==> config.mk <==
export PLATFORM = sky130hd
export DESIGN_NAME = tug_player_tx
export DESIGN_NICKNAME = d
export VERILOG_FILES = /design/src/rtl/tug_player_tx.sv
export SDC_FILE = /design/constraint.sdc
export NUM_CORES = 1
export LEC_CHECK = 0
export ABC_AREA = 0
export CAP_MARGIN = 10
export CORE_AREA = 3 3 51 63
export CTS_BUF_LIST = sky130_fd_sc_hd__clkbuf_4 sky130_fd_sc_hd__clkbuf_8 sky130_fd_sc_hd__clkbuf_16
export DETAILED_ROUTE_END_ITERATION = 12
export DIE_AREA = 0 0 54 66
export PLACE_DENSITY = 0.74
export SLEW_MARGIN = 20
export SYNTH_ARGS = -nofsm -noshare
export SYNTH_HDL_FRONTEND = slang
export SYNTH_SLANG_ARGS = --single-unit
export TNS_END_PERCENT = 10
==> constraint.sdc <==
create_clock -name clk -period 1.54 [get_ports clk]
set_input_delay 0.385 -clock clk [delete_from_list [all_inputs] [get_ports clk]]
set_output_delay 0.385 -clock clk [all_outputs]
set_load 0.05 [all_outputs]
==> src/rtl/tug_player_tx.sv <==
// Press generator for one side of the tug-of-war playfield.
// Button or LFSR opponent requests a press; a lockout window spaces them out.
module tug_player_tx #(
    parameter int LOCKOUT = 4
) (
    input  logic       clk,
    input  logic       reset,
    input  logic       key_n,
    input  logic       cpu_mode,
    input  logic [9:0] level,
    input  logic       game_over,
    output logic       press,
    output logic [7:0] press_count,
    output logic [9:0] lfsr
);

    localparam int CW = (LOCKOUT > 1) ? $clog2(LOCKOUT) : 1;
    localparam logic [CW-1:0] LOCK_LAST = CW'(LOCKOUT - 1);

    typedef enum logic [1:0] {
        IDLE = 2'b00,
        FIRE = 2'b01,
        LOCK = 2'b10
    } state_t;

    state_t        ps;
    state_t        ns;
    logic [CW-1:0] lock_cnt;
    logic          key_meta;
    logic          key_sync;
    logic          key_prev;
    logic          human_edge;
    logic          cpu_req;
    logic          req;
    logic          lfsr_fb;

    // Button is asynchronous: two flops before anything looks at it.
    always_ff @(posedge clk) begin
        if (reset) begin
            key_meta <= 1'b0;
            key_sync <= 1'b0;
            key_prev <= 1'b0;
        end else begin
            key_meta <= ~key_n;
            key_sync <= key_meta;
            key_prev <= key_sync;
        end
    end

    assign human_edge = key_sync & ~key_prev;

    // XNOR taps keep all-zeros legal, so reset to 0 is a valid seed.
    assign lfsr_fb = ~(lfsr[9] ^ lfsr[6]);

    always_ff @(posedge clk) begin
        if (reset) begin
            lfsr <= 10'd0;
        end else begin
            lfsr <= {lfsr[8:0], lfsr_fb};
        end
    end

    assign cpu_req = (lfsr < level);
    assign req     = cpu_mode ? cpu_req : human_edge;

    always_ff @(posedge clk) begin
        if (reset) begin
            ps <= IDLE;
        end else begin
            ps <= ns;
        end
    end

    always_comb begin
        ns = ps;
        unique case (ps)
            IDLE: begin
                if (req && !game_over) begin
                    ns = FIRE;
                end
            end
            FIRE: begin
                ns = LOCK;
            end
            LOCK: begin
                if (lock_cnt == LOCK_LAST) begin
                    ns = IDLE;
                end
            end
            default: begin
                ns = IDLE;
            end
        endcase
    end

    always_ff @(posedge clk) begin
        if (reset) begin
            lock_cnt <= '0;
        end else if (ps == FIRE) begin
            lock_cnt <= '0;
        end else if (ps == LOCK) begin
            lock_cnt <= lock_cnt + CW'(1);
        end
    end

    assign press = (ps == FIRE);

    always_ff @(posedge clk) begin
        if (reset) begin
            press_count <= 8'd0;
        end else if (press && press_count != 8'hff) begin
            press_count <= press_count + 8'd1;
        end
    end

endmodule
Word level (Yosys, flattened, before mapping)
Cells that the tools add are included.

cells by class
  $mul = 0
  bitwise logic cells = 5
  $lt $le $gt $ge = 1
  shift operators = 0
  div/mod/pow operators = 0
  mux-type cells = 4
  add/sub/neg operators = 2
  reductions and logical operators = 6
  eq/ne operators = 6

operators by type and width
  operator             number
  $lt 10x10->1         1
  $add 8x1->8 const B  1
  $ne 8x8->1 const B   1
  $pmux 2 s3           1
  $eq 2x2->1 const B   2
  $mux 2               2
  $ne 2x2->1 const B   2
  $not 1->1            3
  $add 2x1->2 const B  1
  $eq 2x1->1 const B   1
  $logic_and 1x1->1    2
  $logic_not 2->1      1
  $reduce_and 2->1     1
  $reduce_or 2->1      1
  $and 1x1->1          1
  $logic_not 1->1      1
  $mux 1               1
  $xor 1x1->1          1

storage, ports and cells
  logic and storage cells = 31
  memory bits (read-only) = 0
  latch bits = 0
  output and inout port bits = 19
  memory bits (writable) = 0
  memories kept = 0
  bits in registers = 25

Depth between registers and ports, before layout
Gate-level depths: netlist (run 1).

  depth in word-level cells = 6
  gate-level depth with buffers = 6
  depth with buffers taken out = 6

Worst setup path before layout (run 1)
No wires, ideal clock.

  path type = reg2reg
  from = reg press_count[0]
  to = reg press_count[1]
  path slack = -0.149 ns
  cell stages (with the launch flop) = 6
  clock period less this slack = 1.689 ns
  arrival = 1.562 ns
  library setup time = 0.128 ns
  path through = dfxtp_1 ha_1 nand4_2 o21ai_2 mux2i_1 nor2_1

on the way
  word-level cells in the longest chain between the ends = 2
  elaborated cells between the ends (all ways) = 3
  those cells by class = add/sub: 1; eq/ne: 1; reduce/logical: 1

ends and longest elaborated chain
  what                                                                 RTL line  RTL
  from (decl)                                                          13        output logic [7:0] press_count,
  from (signal assigned)                                               112       press_count <= press_count + 8'd1;
  parallel branches: the longest is 2 deep, another holds $add 8x1->8  --

Parallel ways; which one is timed is not known.
A chain may end at the register's enable or synchronous reset.

Final worst setup path (run 1)
  from = in level[6]
  to = reg ps[0]

on the way
  word-level cells in the longest chain between the ends = 5

ends and longest elaborated chain
  what                               RTL line  RTL
  from (decl)                        10        input logic [9:0] level,
  $lt 10x10->1                       63        assign cpu_req = (lfsr < level);
  $mux 1                             64        assign req = cpu_mode ? cpu_req : human_edge;
  $logic_and 1x1->1                  78        if (req && !game_over) begin
  $ne 2x2->1 (no source line)        --
  $reduce_and 2->1 (no source line)  --
  to (signal assigned)               70        ps <= ns;
  to (decl)                          26        state_t ps;

Every way passes these cells.

==> flow_summary.toml, run 1 <==
[cells_and_area]
finalNonFillerCells = 199
fin_area_mm2 = 0.001882
final_common_cell = "dfxtp_1"
antenna_cells = 0
final_layout_size_suffix_gt1_share_pct = 30.91
syn2layout_area_growth_pct = 58.82
layout_common_cells = "dfxtp_1 (21), buf_12 (19), clkdlybuf4s50_1 (14)"
fillCellCount = 195
nets = 192

[worst_setup_path]
path_depth = 7
crit_required_ns = 1.75
crit_path_max_fanout = 2
path_delay_family = "buffers and inverters"
crit_type = "in -> reg"
start_kind = "primary input"
crit_buf_inv = 2
cp_data_arrival_time_ns = 1.73
slowest_delay_ns = 0.46
critPathSlowestCell = "clkdlybuf4s50_1"
path_cells = "clkdlybuf4s50_1 > inv_1 > ha_1 > nand4_1 > nor2_1 > a211oi_2 > o21a_1"
end_kind = "flop"
rr_worst_depth = 5

[yosys]
synth_nets = 151
syn_area_mm2 = 0.001185
yosysUniqueCellTypes = 33
synth_ff_type = "dfxtp_1"
yosysWarningCount = 0
async_flop_share_pct = 0
syn_inst = 125
synth_edf_count = 0
ys_seq_area_share_pct = 42.24
avgSynthCellArea_um2 = 9.479
synth-seq-cells = 25

[clock_network]
clk_latency_ns = 0.30
cts_tree = "yes"
cts_root_buf = "clkbuf_4"
clock-sinks = 25
cts_max_level = 1
path_clk_slew_ns = 0.13
cts_buffer_depth = 2
cts_made_buffers = 3

[floorplan]
start_util_pct = 43.78
die_x_um = 54
die-area_mm2 = 0.003564
num_rows = 21
core_mm2 = 0.002706
die_y_um = 66
top_level_ports = 34

[job]
maxCapViolations = 0

[timing]
finalMaxSlewViolations = 0
hold_violations = 0
min_period_over_period_pct = 98.62
fin_crit_ns = 1.519
fin_skew_ns = 0.005570
finalSetupViolCount = 0
slew_headroom_pct = 80.84
fmax_ghz = 0.6585
worst_pin_slew_ns = 0.2870

[routing]
wl_mm = 2.783
drc = 0
avgViaCountPerCell = 5.201
antenna_left = 0
drtPass1Iterations = 4
drtIter0Drc = 14
wl_per_cell_um = 13.98
via_count = 1035

[placement]
gp_congestion = 0.6815
dpl_cell_area_mm2 = 0.001773
hpwl_mm = 2.153
numPortBuffers = 33
place_inst = 195

[grt]
grt_max_degree = 17
grt_pass1_wl_mm = 4.519
antenna_found_initial = 0
grt_usage_pct = 17.03
grt_pass1_vias = 1104
grt_overflow = 0

[power]
p_leak_nw = 0.7927
ir_drop_mv = 0.4143
power_density_mw_per_mm2 = 625.0

[status]
status = "finished, final reports clean"

[min_path]
hold_path_depth = 1
hp-class = "reg -> reg"
-- metal layers --
metal	GRT usage [%]	up-vias	wire length [µm]	share of wire, %
met5	0	-	0	0
li1	-	506	-	-
met4	9.346	0	60	2.2
met2	30.76	32	1491	54
met3	2.483	6	162	5.8
met1	18.11	491	1069	38
-- repair_timing --
item                                    4_1_cts  5_1_grt
cloned                                        0        0
hold buffers                                  0        0
buffers inserted                              0        0
endpoints found under the setup margin        2        1
gates resized for setup                       7        5
pin swaps                                     3        2
-- synthesized netlist by cell type (2+ instances only) --
| cell type | count | area, µm² |
|---|---|---|
| a21oi_1 | 7 | 35.03 |
| nand4_1 | 3 | 18.77 |
| xor2_1 | 4 | 35.03 |
| and3_2 | 2 | 15.01 |
| nor2_1 | 11 | 41.29 |
| o21a_1 | 2 | 15.01 |
| nand3_1 | 3 | 15.01 |
| ha_1 | 11 | 137.6 |
| inv_1 | 11 | 41.29 |
| nor3b_1 | 2 | 15.01 |
| o211ai_1 | 2 | 15.01 |
| mux2i_1 | 3 | 30.03 |
| nor3_2 | 2 | 20.02 |
| dfxtp_1 | 25 | 500.5 |
| o21ai_1 | 2 | 10.01 |
| nor2b_1 | 13 | 81.33 |
| nand2_1 | 6 | 22.52 |
-- report_power, final --
group	switching (mW)	leakage (nW)	total [mW]	internal [mW]
sequential	0.0191	0.205	0.682	0.663
combinational	0.0938	0.569	0.201	0.107
clock	0.174	0.0184	0.293	0.118
total	0.287	0.793	1.18	0.889
-- final timing paths --
check | startpoint | endpoint | slack [ns]
setup / recovery | level[6] | ps[0] | 0.02
setup reg to reg | press_count[0] | press_count[1] | 0.13
hold reg to reg | key_meta | key_sync | 0.45
hold / removal | key_meta | key_sync | 0.45
-- state kept, by name, indices dropped and copies added (netlist names) --
signal,count
lfsr,10
press_count,8
lock_cnt,2
ps,2
key_meta,1
key_prev,1
key_sync,1
-- per-stage QoR --
step / setup TNS [ns] / total power, mW / setup slack (ns) / hold WS (ns) / util (%)
after floorplan: -0.01093 / 0.7831 / -0.01093 / 0.4138 / -
after global placement: -0.2920 / 0.8737 / -0.2920 / 0.4394 / 65.51
after detailed placement: -0.3758 / 0.8836 / -0.3758 / 0.4297 / 65.51
after CTS: 0 / 1.184 / 0.008595 / 0.4574 / 68.19
after global routing: -0.007658 / 1.239 / -0.007658 / 0.4890 / 69.53
final: 0 / 1.176 / 0.02128 / 0.4549 / 69.53
-- logic make-up after synthesis --
logic type               synth area share, %
flip-flops                             42.24
AO/OA/AOI/OAI                          8.976
XOR/XNOR                               3.696
adder cells (fa/ha/maj)                11.62
multiplexers                           2.534
AND/OR/NAND/NOR                        25.45
buffers and inverters                  5.491
-- final cells by class --
class	count	area (µm²)	area share, %
Timing Repair Buffer	38	558.0	29.65
Multi-Input combinational cell	86	695.7	36.97
Sequential cell	25	505.5	26.86
Clock buffer	4	30.03	1.596
Tap cell	34	42.54	2.261
Inverter	12	50.05	2.660
(Power assumes the default switching activity.)
==> run 2: changes to the inputs <==
--- a/config.mk
+++ b/config.mk
@@ -5,13 +5,13 @@
 export SDC_FILE = /design/constraint.sdc
 export NUM_CORES = 1
 export LEC_CHECK = 0
-export ABC_AREA = 0
+export ABC_AREA = 1
 export CAP_MARGIN = 10
-export CORE_AREA = 3 3 51 63
+export CORE_AREA = 3 3 52 64
 export CTS_BUF_LIST = sky130_fd_sc_hd__clkbuf_4 sky130_fd_sc_hd__clkbuf_8 sky130_fd_sc_hd__clkbuf_16
 export DETAILED_ROUTE_END_ITERATION = 12
-export DIE_AREA = 0 0 54 66
-export PLACE_DENSITY = 0.74
+export DIE_AREA = 0 0 55 67
+export PLACE_DENSITY = 0.73
 export SLEW_MARGIN = 20
 export SYNTH_ARGS = -nofsm -noshare
 export SYNTH_HDL_FRONTEND = slang
==> run 2 against run 1 <==
Net effect: sequential cell count unchanged; clock power about the same; sequential power about the same; global-route usage down 0.18 points; critical path depth down 3; cell count up 21%; cell area down 2.2%; setup slack better by 0.080 ns; worst hold slack worse by 0.037 ns; routed wire length down 6.9%; via count up 10%; clock skew up 0.0028 ns.
==> flow_summary.toml, run 2 <==
[status]
status = "finished, final reports clean"

[power]
seqPwrFrac_pct = 58.1
switching_share_pct = 26.34
p_clk_share_pct = 25.0
p_leak_nw = 0.8569
internal_power_mw = 0.8627
power_density_mw_per_mm2 = 636.4
ir_drop_mv = 0.4715
pwr-share-comb_pct = 16.8
switchingPower_mw = 0.3085

[cells_and_area]
syn2layout_area_growth_pct = 49.04
regMostFlops = "lfsr"
final_common_cell = "nand2_1"
nets = 233
antenna_cells = 0
fin_area_mm2 = 0.001841
layout_common_cells = "nand2_1 (35), inv_1 (34), nor2_1 (27)"
seq_area_um2 = 503.0
fillCellCount = 257
multi_input_area_um2 = 589.3
final_layout_size_suffix_gt1_share_pct = 16.50
top_regs = "lfsr: 10 flops, press_count: 8 flops"
largest_reg_flops = 10

[yosys]
synth_edf_count = 0
yosys-top-cells-count = "inv_1 (35), nand2_1 (35), nor2_1 (27)"
synth_ff_type = "dfxtp_1"
synthTopCellsByArea = "dfxtp_1 (41%), ha_1 (11%), inv_1 (11%), nand2_1 (11%), nor2_1 (8.2%)"
ys_seq_area_share_pct = 40.53
syn_area_mm2 = 0.001235
avgSynthCellArea_um2 = 7.307
synth_nets = 195
syn_inst = 169
yosysTopAreaCellShare_pct = 40.53
yosys.area.top_type = "dfxtp_1"
yosysWarningCount = 0
synth-seq-cells = 25
yosysUniqueCellTypes = 21
async_flop_share_pct = 0

[clock_network]
clock-sinks = 25
clk_latency_ns = 0.31
cts_tree = "yes"
cts_max_level = 1
path_clk_slew_ns = 0.14
cts_buffer_depth = 2
cts_root_buf = "clkbuf_4"
cts_made_buffers = 3

[routing]
wl_per_cell_um = 10.80
via_count = 1143
antenna_left = 0
wl_mm = 2.591
drtPass1Iterations = 4
drc = 0
avgViaCountPerCell = 4.763
drtIter0Drc = 29

[worst_setup_path]
end_kind = "output pin"
critPathSlowestCell = "dfxtp_1"
crit_path_max_fanout = 4
path_cells = "inv_1 > nand2_1 > inv_4 > buf_12"
slowest_delay_ns = 0.33
crit_type = "reg -> out"
start_kind = "flop"
crit_required_ns = 1.15
cp_data_arrival_time_ns = 1.05

[min_path]
hp-class = "reg -> reg"

[placement]
numPortBuffers = 33
hpwl_mm = 2.191
gp_congestion = 0.7414
dpl_cell_area_mm2 = 0.001800

[floorplan]
start_util_pct = 44.34
die-area_mm2 = 0.003685
top_level_ports = 34
core_mm2 = 0.002785
num_rows = 21
die_x_um = 55
die_y_um = 67

[grt]
antenna_found_initial = 0
grt_overflow = 0
grt_pass1_vias = 1113
grt_usage_pct = 16.85
grt_pass1_wl_mm = 4.636
grt_max_degree = 16

[timing]
fmax_ghz = 0.6952
rsz0062_at_grt = "no"
min_period_over_period_pct = 93.40
fin_setup_tns_ns = 0
worst_pin_slew_ns = 0.2845
fin_crit_ns = 1.438
finalMaxSlewViolations = 0
finalSetupViolCount = 0
fin_skew_ns = 0.008391
slew_headroom_pct = 81.01
hold_violations = 0

[job]
maxCapViolations = 0
==> run 2: area by class of cell <==
type	count	area share, %
clock inverters	1	0.4079
repair buffers	35	29.10
flip-flops and latches	25	27.33
inverters	36	7.614
clock buffers	3	1.224
well taps	34	2.311
multi-input cells	106	32.02
==> run 2: logic make-up (layout without fill, tap and decap cells) <==
family / count (synthesis) / in the layout / synth area share (%)
XOR/XNOR: 3 / 3 / 2.128
AO/OA/AOI/OAI: 17 / 17 / 7.699
flip-flops: 25 / 25 / 40.53
adder cells (fa/ha/maj): 11 / 11 / 11.14
AND/OR/NAND/NOR: 75 / 75 / 26.75
buffers and inverters: 38 / 75 / 11.75
==> run 2: path summary, 6_finish.rpt <==
| path | from | endpoint | slack [ns] | cells past startpoint |
|---|---|---|---|---|
| hold / removal | key_meta | key_sync | 0.42 | 2 |
| setup reg to reg | press_count[0] | press_count[2] | 0.17 | 9 |
| setup / recovery | ps[1] | press | 0.10 | 4 |
| hold reg to reg | key_meta | key_sync | 0.42 | 2 |
==> run 2: through the flow <==
stage,instances,power [mW],worst slack [ns],util [%],hold slack (ns)
final,240,1.171,0.1017,66.08,0.4175
after detailed placement,235,0.8913,-0.2170,64.65,0.4014
after floorplan,169,0.7900,0.06023,-,0.3883
after global placement,235,0.8851,-0.1601,64.65,0.3913
after global routing,240,1.244,0.003182,66.08,0.4424
after CTS,239,1.182,0.05034,65.72,0.4201
==> run 2: metal layers <==
metal | track usage, % | part of all wire (%) | vias up
met5 | 0 | 0 | -
met4 | 6.383 | 0.73 | 0
met3 | 2.908 | 6.3 | 2
met2 | 31.51 | 54 | 35
met1 | 17.78 | 39 | 519
li1 | - | - | 587
==> run 2: repair_timing <==
action,CTS,global route
setup endpoints to repair,1,1
hold buffers,0,0
setup buffers,0,1
gates resized for setup,1,1
==> run 2: worst max-delay path, delay by kind of cell (launching register included) <==
family / cells / cell delay [ns]
buf+inv: 3 / 0.30
flops: 1 / 0.33
simple gates: 1 / 0.10
==> run 2: power groups by stage <==
stage                     logic (mW)  registers, mW  clock network (mW)
after CTS                      0.197          0.681               0.304
after global placement         0.190          0.695                   0
after global routing           0.218          0.684               0.342
after detailed placement       0.196          0.696                   0
final                          0.197          0.681               0.293
after floorplan               0.0709          0.719                   0
==> run 3: changes to the inputs <==
--- a/config.mk
+++ b/config.mk
@@ -7,10 +7,10 @@
 export LEC_CHECK = 0
 export ABC_AREA = 1
 export CAP_MARGIN = 10
-export CORE_AREA = 3 3 52 64
+export CORE_AREA = 2 2 51 63
 export CTS_BUF_LIST = sky130_fd_sc_hd__clkbuf_4 sky130_fd_sc_hd__clkbuf_8 sky130_fd_sc_hd__clkbuf_16
 export DETAILED_ROUTE_END_ITERATION = 12
-export DIE_AREA = 0 0 55 67
+export DIE_AREA = 0 0 53 65
 export PLACE_DENSITY = 0.73
 export SLEW_MARGIN = 20
 export SYNTH_ARGS = -nofsm -noshare
==> constraint.sdc (replaced) <==
create_clock -name clk -period 1.6 [get_ports clk]
set_input_delay 0.4 -clock clk [delete_from_list [all_inputs] [get_ports clk]]
set_output_delay 0.4 -clock clk [all_outputs]
set_load 0.05 [all_outputs]
==> run 3 against run 2 <==
Net effect: worst hold slack worse by 0.0033 ns; first-iteration DRC count down 59%; core utilization decreased by 2.4 points; register-to-register slack better by 0.08 ns; clock skew down 0.0024 ns; largest cell class unchanged.
==> flow_summary.toml, run 3 (synthesis results as in run 2) <==
[clock_network]
cts_tree = "yes"
cts_max_level = 1
cts_made_buffers = 3
cts_root_buf = "clkbuf_4"
cts_buffer_depth = 2
clk_latency_ns = 0.32
post_cts_buffers = 0
clock-sinks = 25
path_clk_slew_ns = 0.12

[cells_and_area]
final_layout_size_suffix_gt1_share_pct = 16.02
multi_input_area_um2 = 589.3
fillCellCount = 248
top_regs = "lfsr: 10 flops, press_count: 8 flops"
regMostFlops = "lfsr"
largest_reg_flops = 10
syn2layout_area_growth_pct = 48.94
finalNonFillerCells = 242
seq_area_um2 = 501.7
nets = 233
layout_common_cells = "nand2_1 (35), inv_1 (34), nor2_1 (27)"
final_common_cell = "nand2_1"
antenna_cells = 0

[grt]
grt_usage_pct = 17.75
grt_pass1_vias = 1206
grt_pass1_wl_mm = 4.671
grt_max_degree = 16
grt_overflow = 0
antenna_found_initial = 0

[worst_setup_path]
end_kind = "output pin"
crit_path_max_fanout = 5
crit_type = "reg -> out"
crit_required_ns = 1.20
path_cells = "inv_1 > nand2_1 > inv_2 > buf_12"
critPathSlowestCell = "dfxtp_1"
slowest_delay_ns = 0.32
cp_data_arrival_time_ns = 1.09
start_kind = "flop"

[timing]
fin_skew_ns = 0.005994
worst_pin_slew_ns = 0.2813
finalSetupViolCount = 0
hold_violations = 0
fin_crit_ns = 1.495
min_period_over_period_pct = 93.42
holdWs_ns = 0.4142
finalMaxSlewViolations = 0
fin_setup_tns_ns = 0
slew_headroom_pct = 81.22
fmax_ghz = 0.6690
rsz0062_at_grt = "no"
worst_slack_ns = 0.1052

[floorplan]
num_rows = 22
core_mm2 = 0.002890
top_level_ports = 34
die-area_mm2 = 0.003445
die_x_um = 53
start_util_pct = 42.73
die_y_um = 65

[placement]
hpwl_mm = 2.099
pre_cts_slack_ns = -0.1814
numPortBuffers = 33
gp_congestion = 0.7564
place_inst = 238

[job]
maxCapViolations = 0

[routing]
drtPass1Iterations = 4
via_count = 1156
avgViaCountPerCell = 4.777
drc = 0
wl_per_cell_um = 10.53
drtIter0Drc = 12
antenna_left = 0
wl_mm = 2.549

[status]
status = "finished, final reports clean"

[power]
p_total_mw = 1.143
p_leak_nw = 0.8613
power_density_mw_per_mm2 = 621.5
ir_drop_mv = 0.5920

[min_path]
hp-class = "reg -> reg"
-- run 3: worst paths after layout --
path | from | endpoint | slack, ns | cells after the start
worst max-delay path | ps[1] | press | 0.11 | 4
worst min-delay path | key_meta | key_sync | 0.41 | 2
worst max register to register | press_count[0] | press_count[1] | 0.25 | 8
worst min register to register | key_meta | key_sync | 0.41 | 2
-- run 3: metrics by stage --
| step | instance area (µm²) | util [%] |
|---|---|---|
| global route | 1839 | 63.64 |
| CTS | 1839 | 63.64 |
| global placement | 1809 | 62.60 |
| finish | 1839 | 63.64 |
| detailed placement | 1809 | 62.60 |
| floorplan | 1236 | - |
-- run 3: area by class of cell --
type,count,area share (%)
clock buffers,4,1.633
multi-input cells,106,32.04
well taps,36,2.449
inverters,36,7.483
repair buffers,35,29.12
flip-flops and latches,25,27.28
-- run 3: worst max-delay path: cells and delay by family (launching register included) --
kind	cells	cell delay, ns
and+or+nand+nor	1	0.08
buffers and inverters	3	0.37
DFF	1	0.32
-- run 3: where the power goes --
part / internal, mW / total [mW] / switching [mW]
Sequential: 0.639 / 0.653 / 0.0144
Combinational: 0.0957 / 0.193 / 0.0971
Clock: 0.115 / 0.297 / 0.182
Total: 0.849 / 1.14 / 0.294
-- run 3: per-layer routing --
| layer | up-vias | GRT usage, % | part of all wire, % |
|---|---|---|---|
| li1 | 586 | - | - |
| met1 | 535 | 18.85 | 38 |
| met2 | 30 | 32.66 | 55 |
| met3 | 5 | 3.226 | 5.4 |
| met4 | 0 | 8.013 | 2.0 |
| met5 | - | 0 | 0 |
-- run 3: timing repair --
action,CTS,global route
endpoints found under the setup margin,0,1
hold endpoints to repair,0,0
gates resized for setup,0,1
hold buffers,0,0
